<file path="src/rtl/servo_pwm_multi.sv">
// Multi-channel hobby-servo PWM generator: one shared frame counter, per-channel duty registers,
// and a valid/ready command port with a shift-add position-to-duty mapper. Define SERVO_SLEW_EN for rate-limited duty changes.
module servo_pwm_multi #(
    parameter int CHANNELS   = 4,
    parameter int POS_W      = 8,
    parameter int PERIOD_CYC = 500000,
    parameter int CNT_W      = 19,
    parameter int DUTY_MIN   = 12500,
    parameter int DUTY_MAX   = 60000,
    parameter int SLEW_STEP  = 250,
    localparam int CHAN_W    = (CHANNELS > 1) ? $clog2(CHANNELS) : 1
) (
    input  logic                clk_in,
    input  logic                rst_n,
    input  logic                cmd_valid,
    output logic                cmd_ready,
    input  logic [CHAN_W-1:0]   cmd_chan,
    input  logic [POS_W-1:0]    cmd_pos,
    input  logic [CHANNELS-1:0] chan_en,
    output logic [CHANNELS-1:0] pwm_out,
    output logic [CHANNELS-1:0] busy,
    output logic                frame_tick,
    output logic                cmd_err
);

    localparam int PROD_W = CNT_W + POS_W;
    localparam int BIT_W  = (POS_W > 1) ? $clog2(POS_W) : 1;
    localparam logic [CNT_W-1:0]  MIN_D    = CNT_W'(DUTY_MIN);
    localparam logic [CNT_W-1:0]  MAX_D    = CNT_W'(DUTY_MAX);
    localparam logic [CNT_W-1:0]  DIFF_D   = CNT_W'(DUTY_MAX - DUTY_MIN);
    localparam logic [CNT_W-1:0]  LAST_CNT = CNT_W'(PERIOD_CYC - 1);
    localparam logic [BIT_W-1:0]  LAST_BIT = BIT_W'(POS_W - 1);
    localparam logic [CHAN_W:0]   CH_LIM   = (CHAN_W + 1)'(CHANNELS);

    if (DUTY_MIN > DUTY_MAX || DUTY_MAX >= PERIOD_CYC || SLEW_STEP < 1) begin : g_param_check
        $error("servo_pwm_multi: inconsistent duty/period/slew parameters");
    end

    typedef enum logic [1:0] {IDLE, CALC, WRITE} state_t;

    state_t              state_reg, state_next;
    logic [CNT_W-1:0]    count_reg;
    logic                tick;
    logic [CHAN_W-1:0]   chan_reg;
    logic [POS_W-1:0]    pos_reg;
    logic                pos_max_reg;
    logic [BIT_W-1:0]    bit_reg;
    logic [PROD_W-1:0]   acc_reg;
    logic [PROD_W-1:0]   mcand_reg;
    logic                accept;
    logic                wr_en;
    logic                chan_bad;
    logic [CNT_W-1:0]    wr_duty;

    assign tick       = (count_reg == LAST_CNT);
    assign frame_tick = tick;
    assign chan_bad   = ({1'b0, cmd_chan} >= CH_LIM);

    always_ff @(posedge clk_in or negedge rst_n) begin
        if (!rst_n) begin
            count_reg <= '0;
        end else begin
            count_reg <= tick ? '0 : count_reg + CNT_W'(1);
        end
    end

    always_ff @(posedge clk_in or negedge rst_n) begin
        if (!rst_n) begin
            state_reg <= IDLE;
        end else begin
            state_reg <= state_next;
        end
    end

    always_comb begin
        state_next = state_reg;
        cmd_ready  = 1'b0;
        cmd_err    = 1'b0;
        accept     = 1'b0;
        wr_en      = 1'b0;
        case (state_reg)
            IDLE: begin
                cmd_ready = 1'b1;
                if (cmd_valid) begin
                    if (chan_bad) begin
                        cmd_err = 1'b1;
                    end else begin
                        accept     = 1'b1;
                        state_next = CALC;
                    end
                end
            end
            CALC: begin
                if (bit_reg == LAST_BIT) begin
                    state_next = WRITE;
                end
            end
            WRITE: begin
                wr_en      = 1'b1;
                state_next = IDLE;
            end
            default: state_next = IDLE;
        endcase
    end

    // LSB-first shift-add: one position bit per CALC cycle, full-width product.
    always_ff @(posedge clk_in or negedge rst_n) begin
        if (!rst_n) begin
            chan_reg    <= '0;
            pos_reg     <= '0;
            pos_max_reg <= 1'b0;
            bit_reg     <= '0;
            acc_reg     <= '0;
            mcand_reg   <= '0;
        end else if (accept) begin
            chan_reg    <= cmd_chan;
            pos_reg     <= cmd_pos;
            pos_max_reg <= &cmd_pos;
            bit_reg     <= '0;
            acc_reg     <= '0;
            mcand_reg   <= PROD_W'(DIFF_D);
        end else if (state_reg == CALC) begin
            acc_reg   <= acc_reg + (pos_reg[0] ? mcand_reg : '0);
            pos_reg   <= pos_reg >> 1;
            mcand_reg <= mcand_reg << 1;
            bit_reg   <= bit_reg + BIT_W'(1);
        end
    end

    // Full-scale position is pinned so the top of the range is exactly DUTY_MAX.
    assign wr_duty = pos_max_reg ? MAX_D : MIN_D + acc_reg[PROD_W-1:POS_W];

    for (genvar gi = 0; gi < CHANNELS; gi++) begin : g_chan
        logic [CNT_W-1:0] cur_reg;
        logic [CNT_W-1:0] tgt_reg;
        logic [CNT_W-1:0] cur_next;
        logic             pwm_reg;
        logic             busy_reg;
        logic             wr_hit;

        assign wr_hit = wr_en && (chan_reg == CHAN_W'(gi));

`ifdef SERVO_SLEW_EN
        localparam logic [CNT_W-1:0] STEP_D = CNT_W'(SLEW_STEP);
        // Differences are taken in the non-negative direction only, so no wrap.
        always_comb begin
            cur_next = tgt_reg;
            if (tgt_reg > cur_reg) begin
                if (tgt_reg - cur_reg > STEP_D) begin
                    cur_next = cur_reg + STEP_D;
                end
            end else if (cur_reg - tgt_reg > STEP_D) begin
                cur_next = cur_reg - STEP_D;
            end
        end
`else
        assign cur_next = tgt_reg;
`endif

        always_ff @(posedge clk_in or negedge rst_n) begin
            if (!rst_n) begin
                cur_reg  <= MIN_D;
                tgt_reg  <= MIN_D;
                pwm_reg  <= 1'b0;
                busy_reg <= 1'b0;
            end else begin
                if (tick) begin
                    cur_reg <= cur_next;
                end
                if (wr_hit) begin
                    tgt_reg <= wr_duty;
                end
                pwm_reg  <= chan_en[gi] && (count_reg < cur_reg);
                busy_reg <= (cur_reg != tgt_reg);
            end
        end

        assign pwm_out[gi] = pwm_reg;
        assign busy[gi]    = busy_reg;
    end

endmodule

</file>
<file path="config.mk">
export PLATFORM = sky130hd
export DESIGN_NAME = servo_pwm_multi
export DESIGN_NICKNAME = d
export VERILOG_FILES = /design/src/rtl/servo_pwm_multi.sv
export SDC_FILE = /design/constraint.sdc
export NUM_CORES = 1
export LEC_CHECK = 0
export CORE_UTILIZATION = 27
export CTS_CLUSTER_DIAMETER = 200
export DETAILED_ROUTE_END_ITERATION = 10
export REMOVE_ABC_BUFFERS = 1
export SETUP_SLACK_MARGIN = 0.1
export SLEW_MARGIN = 20
export SYNTH_ARGS = -nofsm -noshare
export SYNTH_HDL_FRONTEND = slang
export SYNTH_SLANG_ARGS = --single-unit
</file>
<file path="constraint.sdc">
create_clock -name clk_in -period 3.3 [get_ports clk_in]
set_input_delay 0.66 -clock clk_in [delete_from_list [all_inputs] [get_ports clk_in]]
set_output_delay 0.66 -clock clk_in [all_outputs]
set_load 0.01 [all_outputs]
</file>
# After elaboration in Yosys (flattened, before gate mapping)
# Cells that the tools add are included.
# totals
out_inout_bits	11
regBits	249
# op_classes
n_addsub	4
n_reduce_logical	13
n_eq_ne	13
order_cmp	4
mux	18
# op_table
operator	n
27-bit 2-to-1 mux	5
19-bit < comparator	4
19-bit inequality test	4
19-bit 2-to-1 mux	2
27-bit adder	1
14-bit by 19-bit adder with 19-bit output, first input constant	1
19-bit by 1-bit adder with 19-bit output, second input constant	1
19-bit equality test, second input constant	1
8-bit 2-to-1 mux	2
1-bit logical AND	8
8-bit AND reduction	1
2-bit equality test, second input constant	3
3-bit 2-to-1 mux	2
2-bit by 1-bit equality test with 1-bit output, second input constant	2
2-bit zero test	2
1-bit 2-to-1 mux	4
2-bit 2-to-1 mux	2
2-bit inequality test, second input constant	2
2-bit one-hot mux with 2 select lines	1
3-bit by 1-bit adder with 3-bit output, second input constant	1
3-bit equality test, second input constant	1
2-bit AND reduction	1
2-bit nonzero test	1

# Depth between registers and ports, before layout
# Gate-level depths: netlist of run 1.
# logic_depth
ltp_word	4
mapped_depth	12

# Least setup slack after synthesis of run 1
# Ideal clock, no wire load.
# synth_timing
path_kind	register to register
start	reg pos_reg[0]
end	reg acc_reg[24]
period_less_slack_ps	2511
path_buffers	1
setup_slack_ps	789
stages_incl_launch_ff	13
setup_time_ps	104
t_arrival_ps	2407
path_cell_list	dfrtp_1 -> clkbuf_1 -> and2_1 -> ha_1 -> inv_1 -> fa_1 -> nand2b_1 -> a21o_1 -> a21oi_2 -> o21ai_2 -> a211oi_2 -> nor2_1 -> o311ai_1
# synth_via
elab_chain_len	4
# synth_lines
item	line_no	source
start: declaration	45	logic [POS_W-1:0] pos_reg;
start signal: assignment	117	pos_reg <= cmd_pos;
start signal: assignment	124	pos_reg <= pos_reg >> 1;
27-bit 2-to-1 mux	123	acc_reg <= acc_reg + (pos_reg[0] ? mcand_reg : '0);
27-bit adder	123	
27-bit 2-to-1 mux	122	end else if (state_reg == CALC) begin
27-bit 2-to-1 mux	115	end else if (accept) begin
end signal: assignment	123	
end: declaration	48	logic [PROD_W-1:0] acc_reg;
# No other way between the ends. The select of a mux whose other input is x is not followed.
# A chain may end at the register's enable or synchronous reset.

# Final worst setup path of run 1
# layout_timing
start	reg count_reg[17]
end	out frame_tick
# layout_via
elab_chain_len	1
# layout_lines
item	line_no	source
start: declaration	42	logic [CNT_W-1:0] count_reg;
start signal: assignment	63	count_reg <= tick ? '0 : count_reg + CNT_W'(1);
19-bit equality test	55	assign tick = (count_reg == LAST_CNT);
end: declaration	22	output logic frame_tick,
# No other way between the ends.

==> out/metrics.yaml, run 1 <==
synthesis:
  seq_area_frac_synth: 0.454
  synthCells: 1476
  synth.distinct_cells: 70
  synth_ff_type: "dfrtp_1"
  synth_edf_count: 0
  async_flop_share: 1.00
  synth_area_sq_um: 13600
  yosysWarningCount: 0
  ys_seq_elements: 245
  synth_area_per_cell_sq_um: 9.24
setup_path:
  worstSetupEndpointType: "output port"
  r2r-end: "acc_reg[22]"
  worstPathRequired_ps: 2640
  cp.depth: 4
  cp_max_fo: 6
  crit_path_max_incr_delay_ps: 550
  reg2reg_depth: 11
  worstSetupStartpoint: "count_reg[17]"
  timing.rr.start: "pos_reg[0]"
  cp_num_buf_inv: 1
  crit_slowest_cell: "dfrtp_1"
  path_cells: "nand3_1 -> nor4b_1 -> and3_1 -> clkdlybuf4s50_1"
  start_kind: "flip-flop"
  rrSetupSlack_ps: 610
  crit_end: "frame_tick"
  critical_path.top_delay_family: "simple AND/OR/NAND/NOR gates"
  critical_path_class: "flip-flop to output port"
  cp.arrival_ps: 2420
cts:
  clock_latency_ps: 550
  cts.sinks: 245
  clk_path_buf_depth: 3
  post-cts-setup-buffer-count: 0
  cts_hold_buf: 0
  root_buffer: "clkbuf_16"
  cts_buffers: 28
  cts_resized: 0
  htree_levels: 1
  cts_tree: "yes"
  clk_pin_slew_ps: 60
global_route:
  grt_max_degree: 84
  grt_pass1_wl_um: 54600
  gr-total-overflow: 0
  antenna_found_initial: 1
  track_usage: 0.134
  grt_pass1_vias: 10100
drt:
  drt_wl_total_um: 33200
  ant_nets: 0
  drt_iter0_drc: 747
  dr.pass1.iters: 5
  drc: 0
  vias: 10100
  vias_per_cell: 4.65
  avgRoutedWirePerCell_um: 15.3
sta:
  min_period_ps: 3080
  setup_viol: 0
  fin_crit_sh: 0.932
  finalHoldViolCount: 0
  finalSetupTns_ps: 0
  slew_viol_final: 0
  maxSlewHeadroom: 0.381
  rsz0062_at_grt: "no"
  clock.fmax_mhz: 325
  skew_ps: 12.3
  holdWs_ps: 140
  max_slew.worst_pin.slew_ps: 925
power:
  worst_ir_drop_vdd_mv: 0.451
  p_leak_nw: 6.60
  power.density_nw_per_um2: 763
cells_and_area:
  multi_input_area_sq_um: 6750
  final-seq-area_sq_um: 6190
  finalNetCount: 1604
  drive_above_1_share: 0.0995
  stdcell_area_sq_um: 15600
  fin_util: 0.315
  fillers: 5094
  antennaDiodeCount: 0
  area_delta_synth_final_pct: 14.1
  finalNonFillerCells: 2172
min_path:
  min_path_type: "input port to async pin"
placed_design:
  dpl_cell_area_sq_um: 14500
  gp_congestion: 0.864
  dp_hpwl_um: 23900
  port_buffers: 26
  dpl.cell_count: 2120
die:
  coreArea_sq_um: 49400
  die_w_um: 227
  io_pins: 28
  die_h_um: 227
  die_area_sq_um: 51400
  rows: 81
  initial_core_util: 0.276
run_status:
  status: "finished clean"
job:
  maxCapViolCount: 0
==> worst min-delay path by stage <==
stage | start | to | cells past startpoint
floorplan | rst_n | acc_reg[10] | 0
global placement | pos_reg[4] | pos_reg[4] | 2
finish | rst_n | g_chan[1].busy_reg | 1
detailed placement | pos_reg[5] | pos_reg[5] | 2
global route | rst_n | g_chan[2].cur_next[11] | 1
CTS | rst_n | g_chan[2].cur_next[11] | 1
==> report_power, final <==
group,total (mW),switching (mW),internal (mW)
clock network,3.37,1.28,2.09
registers,4.43,0.665,3.76
logic,4.08,2.53,1.55
==> area by class of cell <==
cell class              instances  share of cell area
multi-input cells            1080               0.433
flip-flops and latches        245               0.398
clock buffers                  40              0.0544
well taps                     664              0.0534
repair buffers                 47              0.0296
inverters                      84              0.0203
clock inverters                12              0.0109
==> cells in the mapped netlist, drive strengths merged, types with 26 or more instances <==
master | number | area share
nand2 | 268 | 0.074
o21ai | 221 | 0.083
dfrtp | 197 | 0.36
xnor2 | 103 | 0.066
ha | 100 | 0.092
inv | 84 | 0.023
nor2 | 66 | 0.019
a21oi | 52 | 0.020
dfstp | 48 | 0.093
nand4 | 37 | 0.017
clkbuf | 36 | 0.010
buf | 31 | 0.019
and2 | 27 | 0.012
a21o | 26 | 0.014
==> per-stage QoR <==
step	setup WS (ps)	total power [mW]
5_1_grt	81.9	12.7
3_3_place_gp	665	8.52
3_5_place_dp	637	8.61
2_1_floorplan	-1200	7.07
4_1_cts	149	12.0
6_report	224	11.9
==> routing by layer <==
layer / track usage / up-vias / share of wire / wire length [um]
met4: 0.0503 / 2 / 0.033 / 1100
met2: 0.216 / 157 / 0.46 / 15200
met5: 0 / - / 0.00033 / 11
met3: 0.0200 / 56 / 0.041 / 1350
met1: 0.180 / 4845 / 0.47 / 15600
li1: - / 5041 / - / -
==> cell usage in the layout (no fill, tap or decap), types with 5 or more instances in the layout <==
cell	instances
clkbuf_8	8
and2_1	26
nor2b_1	11
o21ai_1	50
or3_1	5
o211ai_1	5
nand2b_1	20
dfstp_2	48
dfrtp_1	195
nor4_1	6
a31oi_1	12
nand2_1	268
clkdlybuf4s50_1	25
inv_1	84
nor3_1	12
xnor2_1	103
a22oi_1	7
a21oi_1	50
xor2_1	20
nor2_1	62
o21ai_0	165
nand3_1	18
a21o_1	26
buf_4	18
o21ai_2	5
ha_1	100
nand4_1	37
and3_1	6
clkinv_2	5
clkbuf_16	29
==> cells by family after synthesis <==
kind of cell               Yosys count  share of synthesized area
muxes                                5                    0.00404
DFF                                245                      0.454
and+or+nand+nor                    495                      0.166
buffers and inverters              151                     0.0520
xor gates and xnor gates           123                     0.0790
other                                1                   0.000275
adders and majority gates          101                     0.0932
AOI/OAI and AO/OA                  355                      0.151
(Power assumes the default switching activity.)
==> inputs of run 2 (changes only) <==
Settings changed: PLACE_DENSITY_LB_ADDON set to 0.08, SKIP_LAST_GASP set to 1.
==> out/metrics.yaml, run 2 (synthesis results as in run 1) <==
run_status:
  status: "finished clean"  # unchanged
setup_path:
  rrSetupSlack_ps: 660  # was 610 ps
  r2r-end: "acc_reg[26]"  # was acc_reg[22]
  worstPathRequired_ps: 2640  # about the same
  cp.arrival_ps: 2380  # was 2420 ps
  worstSetupStartpoint: "count_reg[16]"  # was count_reg[17]
  timing.rr.start: "pos_reg[0]"  # unchanged
  crit_end: "frame_tick"  # unchanged
  reg2reg_depth: 10  # was 11
  critical_path_class: "flip-flop to output port"  # unchanged
  cp_max_fo: 7  # was 6
  worstSetupEndpointType: "output port"  # unchanged
  start_kind: "flip-flop"  # unchanged
placed_design:
  dpl.cell_count: 2127  # was 2120
  port_buffers: 26  # unchanged
  dpl_cell_area_sq_um: 14600  # was 14500 sq um
  pre_cts_ws_ps: 670  # was 637 ps
  gp_congestion: 0.810  # was 0.864
  dp_hpwl_um: 28000  # was 23900 um
cells_and_area:
  antennaDiodeCount: 0  # unchanged
  fillers: 5186  # was 5094
  drive_above_1_share: 0.106  # was 0.0995
  finalNetCount: 1617  # was 1604
  stdcell_area_sq_um: 15800  # was 15600 sq um
  finalNonFillerCells: 2188  # was 2172
  area_delta_synth_final_pct: 15.7  # was 14.1%
  final_common_cell: "nand2_1"  # unchanged
  final_cell_mix: "nand2_1, dfrtp_1, o21ai_0"  # unchanged
die:
  die_area_sq_um: 51400  # unchanged
  initial_core_util: 0.276  # unchanged
  die_h_um: 227  # unchanged
  io_pins: 28  # unchanged
  die_w_um: 227  # unchanged
  rows: 81  # unchanged
  coreArea_sq_um: 49400  # unchanged
global_route:
  grt_max_degree: 61  # was 84
  gr-total-overflow: 0  # unchanged
  track_usage: 0.155  # was 0.134
  antenna_found_initial: 1  # unchanged
  grt_pass1_vias: 9923  # was 10.1k
  grt_pass1_wl_um: 60100  # was 54600 um
cts:
  cts_buffers: 34  # was 28
  clk_pin_slew_ps: 60  # about the same
  clock_latency_ps: 540  # was 550 ps
  cts_resized: 0  # unchanged
  cts_tree: "yes"  # unchanged
  cts.sinks: 245  # unchanged
  root_buffer: "clkbuf_16"  # unchanged
  cts_hold_buf: 0  # unchanged
  post-cts-setup-buffer-count: 0  # unchanged
  htree_levels: 2  # was 1
  clk_path_buf_depth: 3  # unchanged
drt:
  avgRoutedWirePerCell_um: 17.4  # was 15.3 um
  drc: 0  # unchanged
  vias: 9908  # was 10.1k
  vias_per_cell: 4.53  # was 4.65
  dr.pass1.iters: 4  # was 5
  drt_wl_total_um: 38100  # was 33200 um
  ant_nets: 0  # unchanged
  drt_iter0_drc: 590  # was 747
power:
  power.density_nw_per_um2: 783  # was 763 nW/um^2
  total_power_mw: 12.4  # was 11.9 mW
  worst_ir_drop_vdd_mv: 0.514  # was 0.451 mV
  p_leak_nw: 6.70  # was 6.60 nW
sta:
  clock.fmax_mhz: 329  # was 325 MHz
  max_slew.worst_pin.slew_ps: 918  # was 925 ps
  min_period_ps: 3040  # was 3080 ps
  maxSlewHeadroom: 0.388  # was 0.381
  setup_ws_ps: 263  # was 224 ps
  skew_ps: 20.6  # was 12.3 ps
  setup_viol: 0  # unchanged
  finalHoldViolCount: 0  # unchanged
  slew_viol_final: 0  # unchanged
  fin_crit_sh: 0.920  # was 0.932
  rsz0062_at_grt: "no"  # unchanged
  finalSetupTns_ps: 0  # unchanged
job:
  maxCapViolCount: 0  # unchanged
min_path:
  min_path_type: "input port to async pin"  # unchanged
-- run 2: cell count changes in the layout (fill, tap and decap cells not counted), sizes merged --
cell,before,now
inv,85,84
buf,22,29
clkinvlp,2,0
bufinv,4,1
clkinv,5,6
clkbuf,40,54
-- run 2: cell type report --
cell class | instances | area [sq um] | area share
Clock buffer | 54 | 1070 | 0.0678
Tap cell | 664 | 831 | 0.0527
Sequential cell | 245 | 6190 | 0.393
Multi-Input combinational cell | 1080 | 6760 | 0.428
Timing Repair Buffer | 54 | 551 | 0.0349
Inverter | 84 | 315 | 0.0200
Clock inverter | 7 | 60.1 | 0.00381
-- run 2: through the flow --
stage	util	hold WS [ps]
2_1_floorplan	-	364
3_3_place_gp	0.296	461
3_5_place_dp	0.296	467
4_1_cts	0.319	76.5
5_1_grt	0.320	76.6
6_report	0.320	71.0
-- run 2: per-layer routing --
| layer | GRT usage | part of all wire | wire [um] | vias up |
|---|---|---|---|---|
| met3 | 0.0275 | 0.027 | 1020 | 46 |
| li1 | - | - | - | 5083 |
| met5 | 0 | 0 | 0 | - |
| met1 | 0.218 | 0.51 | 19400 | 4701 |
| met4 | 0.0377 | 0.018 | 694 | 0 |
| met2 | 0.243 | 0.45 | 17000 | 78 |
-- run 2: power breakdown --
group	switching (mW)	total, mW	internal, mW	leakage, nW
clock	1.41	3.70	2.29	0.562
sequential	0.647	4.41	3.76	3.11
combinational	2.65	4.25	1.59	3.04
total	4.71	12.4	7.65	6.70
-- run 2: how the worst min path moves through the flow --
stage / cells past startpoint / end / from / slack (ps)
after floorplan: 0 / acc_reg[10] / rst_n / 360
after global placement: 2 / pos_reg[3] / pos_reg[3] / 460
after detailed placement: 2 / pos_reg[1] / pos_reg[1] / 470
after CTS: 1 / g_chan[2].cur_next[14] / rst_n / 80
after global routing: 1 / g_chan[2].busy_reg / rst_n / 80
final: 1 / g_chan[2].cur_next[8] / rst_n / 70
-- run 2: worst max-delay path: stages (launching register included) --
cell and delay, ps:
dfrtp_1 530, nand3_1 200, nor4b_1 300, and3_1 260, clkdlybuf4s50_1 560
==> inputs of run 3 (changes only) <==
Settings changed: CORE_MARGIN set to 1.5.
==> out/metrics.yaml, run 3 (synthesis results as in run 1) <==
sta:
  clock.fmax_mhz: 326  # was 329 MHz
  finalHoldViolCount: 0  # unchanged
  min_period_ps: 3070  # was 3040 ps
  skew_ps: 24.9  # was 20.6 ps
  finalSetupTns_ps: 0  # unchanged
  rsz0062_at_grt: "no"  # unchanged
  maxSlewHeadroom: 0.356  # was 0.388
  holdWs_ps: 65.2  # was 71.0 ps
  max_slew.worst_pin.slew_ps: 967  # was 918 ps
  fin_crit_sh: 0.931  # was 0.920
  slew_viol_final: 0  # unchanged
  setup_viol: 0  # unchanged
setup_path:
  critical_path_class: "flip-flop to output port"  # unchanged
  worstPathRequired_ps: 2640  # about the same
  cp_max_fo: 7  # unchanged
  cp.arrival_ps: 2410  # was 2380 ps
  worstSetupStartpoint: "count_reg[1]"  # was count_reg[16]
  timing.rr.start: "pos_reg[0]"  # unchanged
  start_kind: "flip-flop"  # unchanged
  worstSetupEndpointType: "output port"  # unchanged
cts:
  root_buffer: "clkbuf_16"  # unchanged
  clk_pin_slew_ps: 50  # was 60 ps
  htree_levels: 2  # unchanged
  clock_latency_ps: 540  # about the same
  clk_path_buf_depth: 3  # unchanged
  cts.sinks: 245  # unchanged
  cts_hold_buf: 0  # unchanged
  cts_tree: "yes"  # unchanged
  cts_buffers: 34  # unchanged
cells_and_area:
  final_cell_mix: "nand2_1, dfrtp_1, o21ai_0"  # unchanged
  drive_above_1_share: 0.103  # was 0.106
  finalNetCount: 1613  # was 1617
  final_common_cell: "nand2_1"  # unchanged
  multi_input_area_sq_um: 6750  # was 6760 sq um
  fillers: 5281  # was 5186
  antennaDiodeCount: 0  # unchanged
  fin_util: 0.315  # was 0.320
  area_delta_synth_final_pct: 15.6  # was 15.7%
  final-seq-area_sq_um: 6200  # was 6190 sq um
global_route:
  grt_pass1_wl_um: 61000  # was 60100 um
  gr-total-overflow: 0  # unchanged
  grt_max_degree: 68  # was 61
  track_usage: 0.151  # was 0.155
  antenna_found_initial: 0  # was 1
  grt_pass1_vias: 10000  # was 9923
drt:
  ant_nets: 0  # unchanged
  vias_per_cell: 4.49  # was 4.53
  vias: 9827  # was 9908
  avgRoutedWirePerCell_um: 17.3  # was 17.4 um
  met3_length_um: 1120  # was 1020 um
  dr.pass1.iters: 5  # was 4
  top_layer_used: "met4"  # unchanged
  met2WireLength_um: 17000  # about the same
  drt_iter0_drc: 467  # was 590
  m1WireLength_um: 19000  # was 19400 um
  drt_wl_total_um: 37900  # was 38100 um
  drc: 0  # unchanged
power:
  p_int_mw: 7.69  # was 7.65 mW
  p_sw_frac: 0.378  # was 0.381
  clock_power_share: 0.304  # was 0.300
  p_leak_nw: 6.68  # was 6.70 nW
  total_power_mw: 12.4  # about the same
  combinationalPowerShare: 0.338  # was 0.344
  switchingPower_mw: 4.67  # was 4.71 mW
  power.density_nw_per_um2: 784  # was 783 nW/um^2
  power_frac_seq: 0.358  # was 0.357
  worst_ir_drop_vdd_mv: 0.423  # was 0.514 mV
die:
  coreArea_sq_um: 50000  # was 49400 sq um
  io_pins: 28  # unchanged
  die_area_sq_um: 51800  # was 51400 sq um
  die_h_um: 228  # was 227 um
  initial_core_util: 0.273  # was 0.276
  rows: 82  # was 81
  die_w_um: 228  # was 227 um
placed_design:
  gp_congestion: 0.790  # was 0.810
  port_buffers: 26  # unchanged
  dp_hpwl_um: 27600  # was 28000 um
run_status:
  status: "finished clean"  # unchanged
min_path:
  min_path_type: "input port to async pin"  # unchanged
job:
  maxCapViolCount: 0  # unchanged
-- run 3: cell count changes in the layout (fill, tap and decap cells not counted), moves of 2 or more --
| cell | previous run | this run |
|---|---|---|
| buf_4 | 22 | 19 |
| clkbuf_8 | 8 | 11 |
| clkinv_2 | 6 | 1 |
| dfrtp_1 | 195 | 193 |
| dfrtp_2 | 2 | 4 |
-- run 3: layout make-up --
type,count,area share
inverter,84,0.0200
tap,672,0.0534
multi-input combinational,1080,0.428
clock inverter,2,0.00222
clock buffer,58,0.0708
sequential,245,0.393
timing repair buffer,50,0.0322
-- run 3: per-layer routing --
layer	up-vias	track usage
li1	5082	-
met5	-	0
met2	93	0.235
met4	0	0.0442
met3	44	0.0235
met1	4608	0.214
-- run 3: repair_timing --
action	4_1_cts	5_1_grt
cloned	0	0
setup buffers	0	0
setup endpoints to repair	1	1
resized for setup	1	4
pin swaps	0	1
-- run 3: power by group through the flow --
stage / Clock (mW) / Sequential, mW / Combinational (mW)
after floorplan: 0 / 4.29 / 2.78
after global placement: 0 / 4.48 / 4.30
after detailed placement: 0 / 4.49 / 4.31
after CTS: 3.91 / 4.44 / 4.32
after global routing: 4.02 / 4.55 / 4.78
final: 3.76 / 4.43 / 4.18
-- run 3: path summary, 6_finish.rpt --
path / to / slack (ps) / depth (start not counted)
worst max register to register: acc_reg[26] / 590 / 10
min in group clk_in: pos_reg[2] / 470 / 2
worst min-delay path: g_chan[2].cur_reg[18] / 70 / 1
max in group asynchronous: g_chan[3].cur_next[2] / 2360 / 2
worst min register to register: pos_reg[2] / 470 / 2
worst max-delay path: frame_tick / 230 / 5
-- run 3: critical path, cell delays in order (launching register included) --
cell	delay (ps)
dfrtp_2	430
ha_1	200
nand3_1	220
nor2_2	240
and3_1	240
clkdlybuf4s50_1	550
-- run 3: metrics by stage --
stage	std cells	setup slack [ps]	cell area, sq um
detailed placement	2131	539	14600
finish	2191	229	15800
global placement	2131	604	14600
CTS	2191	113	15800
floorplan	1409	-1200	13200
global route	2191	105	15800
==> RTL change 1 (settings of run 3) <==
The 3 states of `state_t` get a one-hot encoding in 3 bits.
--- a/src/rtl/servo_pwm_multi.sv
+++ b/src/rtl/servo_pwm_multi.sv
@@ -36,7 +36,7 @@
         $error("servo_pwm_multi: inconsistent duty/period/slew parameters");
     end
 
-    typedef enum logic [1:0] {IDLE, CALC, WRITE} state_t;
+    typedef enum logic [2:0] {IDLE = 3'b001, CALC = 3'b010, WRITE = 3'b100} state_t;
 
     state_t              state_reg, state_next;
     logic [CNT_W-1:0]    count_reg;
Behaviour: no difference found for any inputs over 10 cycles, from zero or initial values and one cycle with rst_n low; not proved beyond that.
==> RTL change 1 against run 3 <==
- die area shrank 0.44%
- cell area rose by 0.58%
- synthesized area down 0.45%
- sequential cell count grew 1
- worst setup slack got worse by 0.0015 ns
- wire length is essentially flat
Power is not compared: it rests on default switching activity, and its combinational part moved more than twofold at a synthesized area within 25%.
==> RTL change 1: results (changes against run 3) <==
* Synth Area in Compound Gates at 14.2% (was 15.1%)
* Synth cell count leaders: nand2_1 (306), dfrtp_1 (197), o21ai_0 (133) (was nand2_1 (268), dfrtp_1 (197), o21ai_0 (165))
* Fill count at 5218 (was 5281)
* Starting DRT DRC Count at 489 (was 467)
* DR WL met2 at 18200 um (was 17000 um)
* Detailed-router iteration count before antenna repair at 4 (was 5)
* Num CTS Buffers at 34 (unchanged)
* Clock Latency Late Sink at 0.53 ns
* Dpl cells at 2133 (was 2131)
* Post-Synth Adder-Cell Area at 9.37% (was 9.32%)
* M1 GR Usage at 20.2% (was 21.4%)
* Post-synth cell types at 61 (was 70)
* Final nets at 1625 (was 1613)
* Highest routed layer: met4 (unchanged)
* Post-synthesis mux area share at 0.719% (was 0.404%)
* Met3 GRT Util at 2.22% (was 2.35%)
* Largest net degree at the start of global routing at 81 (was 68)
* Clock-pin slew on the worst setup and hold paths at 0.05 ns (about the same)
* XOR/XNOR Fraction of Synth Area at 7.81% (was 7.90%)
* DP Wirelength at 27800 um (was 27600 um)
* Yosys warns at 0 (unchanged)
* Share of layout cells above drive strength 1 at 9.92% (was 10.3%)
* Routed wl met3 at 958 um (was 1120 um)
* Initial antenna violation count at 1 (was 0)
* Syn Area/Cell at 9.18 um^2 (was 9.24 um^2)
* Sequential fraction of the synthesis area at 45.8% (was 45.4%)
* Max Root-Sink Buffers at 3 (unchanged)
* P_leak at 0.00680 uW
* Hold Path Class: in -> async (unchanged)
* Critical Path Max Stage Delay at 0.57 ns (was 0.55 ns)
* RePlAce Congestion at 0.776 (was 0.790)
* Headroom to the max-slew limit at 40.6% (was 35.6%)
* GRT Resource Usage Total at 15.4% (was 15.1%)
* Async S/R FF share, synth at 100% (unchanged)
* Maximum vdd ir drop at 0.355 mV
* Crit Path Max Fanout at 8 (was 7)
* CTS H-Tree Depth at 2 (unchanged)
* Outcome: completed (unchanged)
* Met2 usage at 26.2% (was 23.5%)
* CTS root buf: clkbuf_16 (unchanged)
* CP max-delay cell: clkdlybuf4s50_1 (unchanged)
* Pint at 6240 uW
* Most area-consuming cells after synthesis: dfrtp_1 (36%), dfstp_2 (9.5%), ha_1 (9.2%), nand2_1 (8.5%), xnor2_1 (6.5%) (was dfrtp_1 (36%), dfstp_2 (9.3%), ha_1 (9.2%), nand2_1 (7.4%), xnor2_1 (6.6%))
* Clock skew at 0.0202 ns (was 0.0249 ns)
* First-pass GRT wire length at 60500 um (was 61000 um)
* Vias at 10035 (was 9827)
* Non-Filler Instances at 2198 (was 2191)
* Dominant synthesized flop cell: dfrtp_1 (unchanged)
* Wire per inst at 17.2 um (was 17.3 um)
* PortBufs at 26 (unchanged)
* Met1 wire length at 17600 um (was 19000 um)
[RTL change 1: cell count changes after synthesis, sizes merged, moves of 7 or more]
cell           run 3  this run
nor2              66        58
nand2            268       306
clkbuf            36        43
nand2b            21        12
o21ai            221       184
nand3             18        26
buf               31        23
o31ai              2        19
[RTL change 1: area by class of cell]
| class | count | area (um^2) | area share (%) |
|---|---|---|---|
| diodes | 2 | 5.00 | 0.0316 |
| clock buffers | 52 | 1010 | 6.37 |
| clock inverters | 9 | 151 | 0.955 |
| inverters | 78 | 293 | 1.85 |
| multi-input cells | 1089 | 6760 | 42.6 |
| flip-flops and latches | 246 | 6220 | 39.3 |
| well taps | 664 | 831 | 5.24 |
| repair buffers | 58 | 581 | 3.66 |
[RTL change 1: through the flow]
| step | setup slack [ns] | cell area, um^2 | setup TNS (ns) | utilization (%) |
|---|---|---|---|---|
| 2_1_floorplan | -1.12 | 13300 | -62.50 | - |
| 3_3_place_gp | 0.496 | 14700 | 0 | 29.7 |
| 3_5_place_dp | 0.492 | 14700 | 0 | 29.7 |
| 4_1_cts | 0.135 | 15800 | 0 | 32.2 |
| 5_1_grt | 0.103 | 15800 | 0 | 32.2 |
| 6_report | 0.227 | 15800 | 0 | 32.2 |
[RTL change 1: path summary, 6_finish.rpt]
check / start / to / slack [ns] / depth (start not counted)
min: rst_n / g_chan[0].cur_reg[18]$_DFFE_PN0P_ / 0.06 / 1
min reg2reg: g_chan[1].cur_next[4]$_DFFE_PN1P_ / g_chan[1].cur_next[4]$_DFFE_PN1P_ / 0.47 / 2
min in group clk_in: g_chan[1].cur_next[4]$_DFFE_PN1P_ / g_chan[1].cur_next[4]$_DFFE_PN1P_ / 0.47 / 2
max in group asynchronous: rst_n / g_chan[3].cur_reg[7]$_DFFE_PN1P_ / 2.40 / 2
max reg2reg: pos_reg[0]$_DFFE_PN0P_ / acc_reg[26]$_DFFE_PN0P_ / 0.46 / 10
max: count_reg[13]$_DFF_PN0_ / frame_tick / 0.23 / 4
[RTL change 1: timing repair]
item | 4_1_cts | 5_1_grt
endpoints found under the hold margin | 0 | 0
pin swaps | 2 | 1
gates resized for setup | 2 | 2
endpoints found under the setup margin | 1 | 1
buffers inserted | 2 | 0
[RTL change 1: power groups by stage]
stage               Sequential [uW]  Combinational (uW)  Clock (uW)
floorplan                      3460                1020           0
global placement               3520                1650           0
detailed placement             3520                1660           0
CTS                            3470                1670        3990
global route                   3510                1840        4100
finish                         3470                1600        3840
[RTL change 1: critical path: cells and delay by family, from the launching register on]
family,cells,cell delay (ns)
and+or+nand+nor,3,0.76
buffers and inverters,1,0.57
DFF,1,0.55
==> RTL change 2 (flow settings as in run 3) <==
Without the edit above. Change the parameter `POS_W` from 8 to 16.
--- a/src/rtl/servo_pwm_multi.sv
+++ b/src/rtl/servo_pwm_multi.sv
@@ -2,7 +2,7 @@
 // and a valid/ready command port with a shift-add position-to-duty mapper. Define SERVO_SLEW_EN for rate-limited duty changes.
 module servo_pwm_multi #(
     parameter int CHANNELS   = 4,
-    parameter int POS_W      = 8,
+    parameter int POS_W      = 16,
     parameter int PERIOD_CYC = 500000,
     parameter int CNT_W      = 19,
     parameter int DUTY_MIN   = 12500,
Interface: changed (resized cmd_pos); port bits go from 28 to 36. No check against the original RTL was run, so the function may have changed too.
==> RTL change 2 against run 3 <==
- total power increased by 8.7%
- die area increased by 8.6%
- wire length is 8.0% higher
- combinational power increased by 17%
- largest power group is now combinational cells
- non-clock buffer count increased by 82
- sequential cell count is 25 higher
- worst setup slack worse by 0.15 ns
- synthesized area is 8.7% higher
- core utilization rose by 1.9 points
- synthesized cell count up 9.6%
- cell area grew 15%
- register-to-register slack got worse by 0.51 ns
- highest routed layer unchanged
==> RTL change 2: results (changes against run 3) <==
* CP top delay family: simple AND/OR/NAND/NOR gates (unchanged)
* First-pass GRT wire length at 65700 um (was 61000 um)
* Critical Path AT at 3.68 ns (was 2.41 ns)
* Post-synthesis mux area share at 0.304% (was 0.404%)
* WL final at 40900 um (was 37900 um)
* Detailed-router iteration count before antenna repair at 5 (unchanged)
* Outcome: completed (unchanged)
* CP startpoint kind: flip-flop (unchanged)
* GRT overflow at 0 (unchanged)
* Clock-pin slew on the worst setup and hold paths at 0.05 ns (about the same)
* Placed cell areas at 0.0165 mm^2 (was 0.0146 mm^2)
* XOR/XNOR Fraction of Synth Area at 7.92% (was 7.90%)
* Post-Synth Adder-Cell Area at 9.17% (was 9.32%)
* Worst flop-to-flop path startpoint: pos_reg[0]$_DFFE_PN0P_ (unchanged)
* PortBufs at 34 (was 26)
* Sequential fraction of the synthesis area at 46.0% (was 45.4%)
* Clock skew at 0.0294 ns (was 0.0249 ns)
* Share of layout cells above drive strength 1 at 15.4% (was 10.3%)
* Largest net degree at the start of global routing at 91 (was 68)
* CTS H-Tree Depth at 2 (unchanged)
* Dominant synthesized flop cell: dfrtp_1 (unchanged)
* Vias at 11172 (was 9827)
* Setup violators final at 0 (unchanged)
* Most area-consuming cells after synthesis: dfrtp_1 (37%), ha_1 (9.0%), dfstp_2 (8.5%), o21ai_0 (8.0%), nand2_1 (7.9%) (was dfrtp_1 (36%), dfstp_2 (9.3%), ha_1 (9.2%), nand2_1 (7.4%), xnor2_1 (6.6%))
* CTS root buf: clkbuf_16 (unchanged)
* Synth cell count leaders: nand2_1 (311), o21ai_0 (238), dfrtp_1 (222) (was nand2_1 (268), dfrtp_1 (197), o21ai_0 (165))
* Critical Path Max Stage Delay at 0.49 ns (was 0.55 ns)
* Synth Area in Compound Gates at 15.4% (was 15.1%)
* Crit Path Max Fanout at 5 (was 7)
* Vias/cell at 4.58 (was 4.49)
* P_leak at 0.00780 uW (was 0.00668 uW)
* Vias in the first global route at 11523 (was 10011)
* Cells after Synth at 1618 (was 1476)
* RePlAce Congestion at 0.744 (was 0.790)
* Hold Path Class: in -> async (unchanged)
* Post-synth cell types at 55 (was 70)
* Max Root-Sink Buffers at 3 (unchanged)
* Initial antenna violation count at 2 (was 0)
* GRT Resource Usage Total at 14.9% (was 15.1%)
* Multi-input logic area at 0.00773 mm^2 (was 0.00675 mm^2)
* Async S/R FF share, synth at 100% (unchanged)
* DP Wirelength at 29700 um (was 27600 um)
* Worst-margin pin slew at 0.784 ns (was 0.967 ns)
* Yosys warns at 0 (unchanged)
* Dpl cells at 2361 (was 2131)
* Num CTS Buffers at 37 (was 34)
* Starting DRT DRC Count at 527 (was 467)
* Maximum vdd ir drop at 0.399 mV (was 0.423 mV)
* Fill count at 5609 (was 5281)
* Clock Latency Late Sink at 0.56 ns (was 0.54 ns)
* Final nets at 1849 (was 1613)
* CP max-delay cell: or4_4 (was clkdlybuf4s50_1)
## RTL change 2: changes by cell type after synthesis, moves of 11 or more
cell and change:
o21ai_0 +73, o21ai_1 -50, nand2_1 +43, dfrtp_1 +25
nand3_1 +23, clkbuf_1 +22, nor2_1 -19, a21o_1 +13
and2_1 +11
## RTL change 2: metal layers
metal	vias to the layer above	track usage [%]	share of wire, %
met5	-	0	0
met4	0	4.54	2.1
met3	50	2.08	2.6
met2	97	24.3	47
met1	5316	20.4	49
li1	5709	-	-
## RTL change 2: area by class of cell
cell class / instances / share of cell area, %
Timing Repair Buffer: 132 / 6.37
Tap cell: 696 / 4.82
Clock inverter: 13 / 0.776
Sequential cell: 270 / 37.7
Antenna cell: 1 / 0.0139
Multi-Input combinational cell: 1189 / 42.8
Clock buffer: 53 / 5.68
Inverter: 86 / 1.79
## RTL change 2: metrics by stage
stage          setup slack, ns  hold slack [ns]
2_1_floorplan            -5.52            0.364
3_3_place_gp           -0.0613            0.460
3_5_place_dp            -0.126            0.464
4_1_cts                 -0.122           0.0427
5_1_grt                -0.0723           0.0584
6_report                0.0813           0.0364
## RTL change 2: cell families (layout without fill, tap and decap cells)
group | after synthesis | after routing
AOI/OAI and AO/OA | 393 | 393
buffers and inverters | 159 | 284
adders and majority gates | 108 | 108
other | 1 | 2
DFF | 270 | 270
muxes | 4 | 4
and+or+nand+nor | 549 | 549
xor gates and xnor gates | 134 | 134
## RTL change 2: what timing repair did
action,CTS,global route
cloned,0,0
pin swaps,16,20
hold buffers,0,0
setup buffers,7,5
endpoints found under the setup margin,6,11
resized for setup,16,45
## RTL change 2: path summary, 6_finish.rpt
check,end,slack (ns),cells after the start
min in group clk_in,pos_reg[12]$_DFFE_PN0P_,0.47,2
max,acc_reg[34]$_DFFE_PN0P_,0.08,14
min,g_chan[0].cur_reg[16]$_DFFE_PN0P_,0.04,1
min reg2reg,pos_reg[12]$_DFFE_PN0P_,0.47,2
max in group asynchronous,g_chan[1].cur_next[12]$_DFFE_PN1P_,2.37,2
max reg2reg,acc_reg[34]$_DFFE_PN0P_,0.08,14
## RTL change 2: power breakdown
| group | leakage, uW | switching [uW] | internal (uW) |
|---|---|---|---|
| logic | 0.00379 | 2740 | 2140 |
| registers | 0.00344 | 622 | 3970 |
| clock network | 0.000574 | 1620 | 2330 |
## RTL change 2: worst register-to-register path, cell delays in order (launching register included)
cell	delay [ns]
dfrtp_2	0.43
buf_4	0.15
buf_4	0.14
and2_4	0.14
ha_4	0.22
o211ai_1	0.22
a21oi_2	0.07
o211ai_1	0.17
buf_4	0.16
a21oi_4	0.07
nor4_4	0.32
nor4_2	0.09
o311a_1	0.38
or4_4	0.49
o211ai_2	0.07
